$ cat src/rtl/lagtester_pkg.sv
// Shared types and constants for the lag tester measurement path.
package lagtester_pkg;

   localparam int unsigned LAG_CNT_W = 24;

   typedef enum logic [2:0] {
      IDLE,
      DARK,
      ARM,
      MEASURE,
      CONFIRM,
      COOLDOWN
   } LagState;

endpackage

$ cat src/rtl/lag_stats.sv
// Latency statistics: last/min/max, 16-deep sliding-window sum and average.
module lag_stats
   import lagtester_pkg::*;
#(
   parameter int unsigned CNT_W = LAG_CNT_W
) (
   input  logic             clock,
   input  logic             reset,
   input  logic             commit_i,
   input  logic [CNT_W-1:0] value_i,
   output logic [CNT_W-1:0] last_o,
   output logic [CNT_W-1:0] min_o,
   output logic [CNT_W-1:0] max_o,
   output logic [CNT_W-1:0] avg_o,
   output logic [4:0]       count_o
);

   logic [CNT_W-1:0] win_q [16];
   logic [3:0]       wp_q;
   logic [CNT_W+3:0] sum_q, sum_d;
   logic [CNT_W-1:0] last_q, min_q, max_q, avg_q;
   logic [CNT_W-1:0] min_d, max_d, avg_d;
   logic [4:0]       cnt_q, cnt_d;

   // Unfilled window slots hold zero, so the same update works while filling.
   always_comb begin
      sum_d = sum_q + {4'b0, value_i} - {4'b0, win_q[wp_q]};
      cnt_d = (cnt_q == 5'd16) ? cnt_q : cnt_q + 5'd1;
      min_d = (cnt_q == 5'd0 || value_i < min_q) ? value_i : min_q;
      max_d = (cnt_q == 5'd0 || value_i > max_q) ? value_i : max_q;
      avg_d = avg_q;
      case (cnt_d)
         5'd1:    avg_d = sum_d[CNT_W-1:0];
         5'd2:    avg_d = sum_d[CNT_W:1];
         5'd4:    avg_d = sum_d[CNT_W+1:2];
         5'd8:    avg_d = sum_d[CNT_W+2:3];
         5'd16:   avg_d = sum_d[CNT_W+3:4];
         default: avg_d = avg_q;
      endcase
   end

   always_ff @(posedge clock or negedge reset) begin
      if (!reset) begin
         for (int unsigned i = 0; i < 16; i++) win_q[i] <= '0;
         wp_q   <= '0;
         sum_q  <= '0;
         last_q <= '0;
         min_q  <= '1;
         max_q  <= '0;
         avg_q  <= '0;
         cnt_q  <= '0;
      end else if (commit_i) begin
         win_q[wp_q] <= value_i;
         wp_q        <= wp_q + 4'd1;
         sum_q       <= sum_d;
         last_q      <= value_i;
         min_q       <= min_d;
         max_q       <= max_d;
         avg_q       <= avg_d;
         cnt_q       <= cnt_d;
      end
   end

   assign last_o  = last_q;
   assign min_o   = min_q;
   assign max_o   = max_q;
   assign avg_o   = avg_q;
   assign count_o = cnt_q;

endmodule

$ cat src/rtl/lag_measure_controller.sv
// Sequences one flash/detect display-lag measurement per cycle and feeds lag_stats.
module lag_measure_controller
   import lagtester_pkg::*;
#(
   parameter int unsigned      CNT_W          = LAG_CNT_W,
   parameter logic [CNT_W-1:0] TIMEOUT_CYCLES = CNT_W'(16_000_000),
   parameter int unsigned      DARK_FRAMES    = 4,
   parameter int unsigned      FLASH_FRAMES   = 2,
   parameter int unsigned      DEBOUNCE       = 64
) (
   input  logic             clock,
   input  logic             reset,
   input  logic             enable,
   input  logic             frame_start,
   input  logic             sensor,
   output logic             flash,
   output logic             busy,
   output logic             result_valid,
   output logic             timeout,
   output logic [CNT_W-1:0] last_lag,
   output logic [CNT_W-1:0] min_lag,
   output logic [CNT_W-1:0] max_lag,
   output logic [CNT_W-1:0] avg_lag,
   output logic [4:0]       sample_count
);

   localparam int unsigned DW  = $clog2(DARK_FRAMES + 1);
   localparam int unsigned FW  = $clog2(FLASH_FRAMES + 1);
   localparam int unsigned DBW = $clog2(DEBOUNCE + 1);
   localparam logic [DW-1:0]    DARK_LAST  = DW'(DARK_FRAMES - 1);
   localparam logic [FW-1:0]    FLASH_LAST = FW'(FLASH_FRAMES - 1);
   localparam logic [DBW-1:0]   DEB_LAST   = DBW'(DEBOUNCE - 1);
   localparam logic [CNT_W-1:0] TO_LAST    = TIMEOUT_CYCLES - CNT_W'(1);

   LagState          state_q, state_d;
   logic             s_meta_q, sens_s_q;
   logic [CNT_W-1:0] cnt_q, cnt_d, cand_q, cand_d;
   logic [DW-1:0]    dcnt_q, dcnt_d;
   logic [FW-1:0]    fcnt_q, fcnt_d;
   logic [DBW-1:0]   deb_q, deb_d;
   logic             flash_q, flash_d, rv_q, rv_d, to_q, to_d;
   logic             commit;

   always_comb begin
      state_d = state_q;
      cnt_d   = cnt_q;
      cand_d  = cand_q;
      dcnt_d  = dcnt_q;
      fcnt_d  = fcnt_q;
      deb_d   = deb_q;
      flash_d = flash_q;
      rv_d    = 1'b0;
      to_d    = 1'b0;
      commit  = 1'b0;
      case (state_q)
         IDLE: begin
            if (enable) begin
               state_d = DARK;
               dcnt_d  = '0;
            end
         end
         DARK: begin
            if (sens_s_q) begin
               dcnt_d = '0;
            end else if (frame_start) begin
               if (dcnt_q == DARK_LAST) state_d = ARM;
               else dcnt_d = dcnt_q + DW'(1);
            end
         end
         ARM: begin
            if (frame_start) begin
               cnt_d   = '0;
               fcnt_d  = '0;
               flash_d = 1'b1;
               state_d = MEASURE;
            end
         end
         MEASURE, CONFIRM: begin
            cnt_d = cnt_q + CNT_W'(1);
            if (frame_start && flash_q) begin
               fcnt_d = fcnt_q + FW'(1);
               if (fcnt_q == FLASH_LAST) flash_d = 1'b0;
            end
            // Timeout wins over a hit or commit landing in the same cycle.
            if (cnt_q == TO_LAST) begin
               to_d    = 1'b1;
               dcnt_d  = '0;
               state_d = DARK;
            end else if (state_q == MEASURE) begin
               if (sens_s_q) begin
                  cand_d  = cnt_q;
                  deb_d   = DBW'(1);
                  state_d = CONFIRM;
               end
            end else if (!sens_s_q) begin
               state_d = MEASURE;
            end else if (deb_q == DEB_LAST) begin
               commit  = 1'b1;
               rv_d    = 1'b1;
               state_d = COOLDOWN;
            end else begin
               deb_d = deb_q + DBW'(1);
            end
         end
         COOLDOWN: begin
            dcnt_d  = '0;
            state_d = DARK;
         end
         default: state_d = IDLE;
      endcase
      if (!enable && state_q != CONFIRM) state_d = IDLE;
      // Flash is only ever lit while a measurement is in flight.
      if (state_d != MEASURE && state_d != CONFIRM) flash_d = 1'b0;
   end

   always_ff @(posedge clock or negedge reset) begin
      if (!reset) begin
         state_q  <= IDLE;
         s_meta_q <= 1'b0;
         sens_s_q <= 1'b0;
         cnt_q    <= '0;
         cand_q   <= '0;
         dcnt_q   <= '0;
         fcnt_q   <= '0;
         deb_q    <= '0;
         flash_q  <= 1'b0;
         rv_q     <= 1'b0;
         to_q     <= 1'b0;
      end else begin
         state_q  <= state_d;
         s_meta_q <= sensor;
         sens_s_q <= s_meta_q;
         cnt_q    <= cnt_d;
         cand_q   <= cand_d;
         dcnt_q   <= dcnt_d;
         fcnt_q   <= fcnt_d;
         deb_q    <= deb_d;
         flash_q  <= flash_d;
         rv_q     <= rv_d;
         to_q     <= to_d;
      end
   end

   lag_stats #(
      .CNT_W(CNT_W)
   ) u_stats (
      .clock   (clock),
      .reset   (reset),
      .commit_i(commit),
      .value_i (cand_q),
      .last_o  (last_lag),
      .min_o   (min_lag),
      .max_o   (max_lag),
      .avg_o   (avg_lag),
      .count_o (sample_count)
   );

   assign flash        = flash_q;
   assign busy         = (state_q != IDLE);
   assign result_valid = rv_q;
   assign timeout      = to_q;

endmodule

$ cat config.mk
export PLATFORM = sky130hd
export DESIGN_NAME = lag_measure_controller
export DESIGN_NICKNAME = d
export VERILOG_FILES = /design/src/rtl/lagtester_pkg.sv /design/src/rtl/lag_stats.sv /design/src/rtl/lag_measure_controller.sv
export SDC_FILE = /design/constraint.sdc
export NUM_CORES = 1
export LEC_CHECK = 0
export ABC_AREA = 1
export BUFFER_PORTS_ARGS = -buffer_cell sky130_fd_sc_hd__buf_2
export CAP_MARGIN = 20
export CORE_ASPECT_RATIO = 1.4
export CORE_MARGIN = 4
export CORE_UTILIZATION = 45
export DETAILED_ROUTE_END_ITERATION = 7
export SLEW_MARGIN = 15
export SYNTH_ARGS = -nofsm -noshare
export SYNTH_HDL_FRONTEND = slang
export SYNTH_SLANG_ARGS = --single-unit
$ cat constraint.sdc
create_clock -name clock -period 4.5 [get_ports clock]
set_input_delay 0.9 -clock clock [delete_from_list [all_inputs] [get_ports clock]]
set_output_delay 0.9 -clock clock [all_outputs]
set_load 0.005 [all_outputs]
==> flow_summary.toml <==
[setup_path]
r2r-start = "u_stats.wp_q[0]"
crit_fanout = 26
critPathRequiredTime_ps = 5030
worstPathArrival_ps = 4750
crit_start = "u_stats.wp_q[0]"
start_kind = "flip-flop"
worst-setup-path-type = "flip-flop to flip-flop"
end_kind = "flip-flop"

[clocking]
cts.path.max_buffers = 3
h-tree-depth = 2
hold_buffers = 0
path_clk_slew_ps = 70
cts_num_sinks = 585
cts_root_buf = "clkbuf_16"
insertion_delay_ps = 640
cts_tree = "built"
cts_buffers = 59

[pwr]
peakVddDrop_uv = 337
p_leak_nw = 16.4
finalPower_mw = 11.7
power_density_mw_per_mm2 = 345

[placed_design]
dp_cells = 4659
pre_cts_ws_ps = 327
hpwl_um = 64400
place_congestion = 0.997
io_buffers = 109
placed_cell_area_mm2 = 0.0319

[synthesis]
synth_cells = 3831
ys_seq_area_share_pct = 48.3
synth_edf_count = 0
synth_ff_type = "dfrtp_1"
synth_cell_types = 53
syn_area_mm2 = 0.0303
avgSynthCellArea_um2 = 7.92
synth_seq_cells = 585
syn_nets = 3946
yosysWarnings = 0
synthArstFlopShare_pct = 100

[die]
start_util_pct = 45.5
row_count = 112
die_area_mm2 = 0.0717
fp.coreArea_mm2 = 0.0667
die_h_um = 315
io_pins = 110
die_x_um = 227

[layout]
antennaDiodeCount = 0
final_nets = 3980
design_area_mm2 = 0.0339
fin_cells = 4770
fill_cells = 6564
finish.utilization_pct = 50.8
syn_to_final_growth_pct = 11.7
drive_gt1_share_pct = 10.3

[grt]
grt_use_total_pct = 26.1
grt_pass1_wl_um = 147000
grt_pass1_vias = 25400
grt_max_degree = 98
grt.overflow.total = 0
antenna_found_initial = 0

[sta]
hold_viol_final = 0
min_period_ps = 4210
fmax_mhz = 237
worst_slack_ps = 287
fin_hold_ws_ps = 329
fin_skew_ps = 23.1
min_period_over_period_pct = 93.6
setup_violations = 0
rsz0062_at_grt = "false"
slew_violations = 0
tightest_slew_ps = 954
relSlewSlack_pct = 36.4
tns_ps = 0

[route]
firstDrtPassIters = 6
drc = 0
antenna_left = 0
drt_iter0_markers = 2278
drt-wirelength-per-cell_um = 19.5
via_per_inst = 5.47
vias = 26100
wirelength_um = 93100

[run_status]
status = "finished, final reports clean"

[hold_path]
hp-class = "input port to async pin"

[flow_run]
maxCapViolations = 0
==> cells in the final DEF, fill, tap and decap left out, types with 86 or more instances in the layout <==
cell type / Yosys / routed
o21ai_0: 672 / 672
dfrtp_1: 561 / 559
buf_2: 36 / 108
o22ai_1: 99 / 99
inv_1: 311 / 309
nor2_1: 281 / 277
nand2_1: 1075 / 1074
ha_1: 86 / 86
buf_4: 10 / 91
nand3_1: 150 / 141
==> layer usage <==
| metal | track usage [%] | share of wire [%] |
|---|---|---|
| met1 | 35.6 | 44 |
| met2 | 43.4 | 48 |
| met3 | 3.17 | 4.9 |
| met4 | 9.04 | 3.7 |
| met5 | 0 | 0 |
==> Yosys cell counts, types with 3 or more instances <==
cell type / number / share of area (%)
a21boi_0: 3 / 0.074
o21bai_1: 3 / 0.074
nand2_1: 1075 / 13
nand3_1: 150 / 2.5
buf_6: 28 / 1.0
dfstp_2: 24 / 2.1
o22ai_1: 99 / 2.0
nor3_2: 3 / 0.099
ha_1: 86 / 3.5
xor2_1: 14 / 0.40
dfrtp_1: 561 / 46
buf_2: 36 / 0.59
fa_1: 24 / 1.6
a21oi_1: 56 / 0.92
o21ai_1: 53 / 0.87
o21a_1: 5 / 0.12
nand3b_1: 6 / 0.15
buf_1: 5 / 0.062
nand3_2: 10 / 0.33
nand2_2: 5 / 0.10
clkbuf_1: 165 / 2.0
nand4_1: 56 / 1.2
and2_1: 5 / 0.10
buf_4: 10 / 0.25
nor4_1: 5 / 0.10
nor3_1: 26 / 0.43
a211oi_1: 3 / 0.074
a22o_1: 3 / 0.087
inv_2: 10 / 0.12
o21ai_0: 672 / 11
nor2_2: 9 / 0.19
inv_1: 311 / 3.8
a221oi_1: 3 / 0.087
mux2i_1: 4 / 0.13
nor2_1: 281 / 3.5
==> flip-flops by register name, indices dropped and copies added, names as in the netlist <==
signal,cells
u_stats.avg_o,24
u_stats.count_o,5
u_stats.last_o,24
sens_s_q,1
fcnt_q,2
timeout,1
cnt_q,24
deb_q,7
u_stats.max_o,24
flash,1
dcnt_q,3
u_stats.sum_q,28
state_q,3
u_stats.min_o,24
u_stats.wp_q,4
u_stats.win_q,384
s_meta_q,1
result_valid,1
cand_q,24
==> worst paths after layout <==
path	cells past startpoint	slack [ps]	endpoint
hold / removal	1	330	u_stats.last_o[8]
max in group asynchronous	2	3150	u_stats.min_o[21]
hold reg to reg	0	350	sens_s_q
min in group clock	0	350	sens_s_q
setup / recovery	23	290	u_stats.avg_o[19]
setup reg to reg	23	290	u_stats.avg_o[19]
==> power by group <==
part,switching (mW),internal (mW)
logic,0.856,0.304
registers,0.0505,5.29
clock network,2.19,3.00
total,3.10,8.60
==> worst max-delay path, stage by stage (launching register included) <==
cell	delay [ps]
dfrtp_4	540
inv_6	200
buf_4	330
o21ai_0	120
o22ai_1	280
nand2_1	100
nand4_1	170
fa_1	430
inv_1	60
ha_1	290
nand2_1	130
inv_1	50
nand2_1	60
nand2_1	140
inv_1	140
nand2_1	110
nand2_1	120
nand4_1	290
nand3_1	190
nand2_1	60
nor2_1	120
nand2_1	70
nand2_1	60
nand2_1	40
==> kinds of logic after synthesis <==
logic type | after synthesis | synth area share [%]
flops | 585 | 48.3
buf+inv | 566 | 7.97
simple gates | 1640 | 22.2
fa+ha+maj | 110 | 5.13
xor+xnor | 15 | 0.433
mux | 4 | 0.132
compound gates | 911 | 15.8
==> layout make-up <==
class | count | area, µm² | area share (%)
clock inverters | 24 | 294 | 0.867
well taps | 855 | 1070 | 3.15
repair buffers | 217 | 1580 | 4.66
clock buffers | 87 | 1720 | 5.08
multi-input cells | 2680 | 13400 | 39.4
flip-flops and latches | 585 | 14700 | 43.3
inverters | 322 | 1210 | 3.58
==> repair_timing <==
item,CTS,global route
buffers inserted,0,0
endpoints found under the setup margin,0,6
gates resized for setup,0,6
No activity file was read; power rests on OpenSTA's default activity.
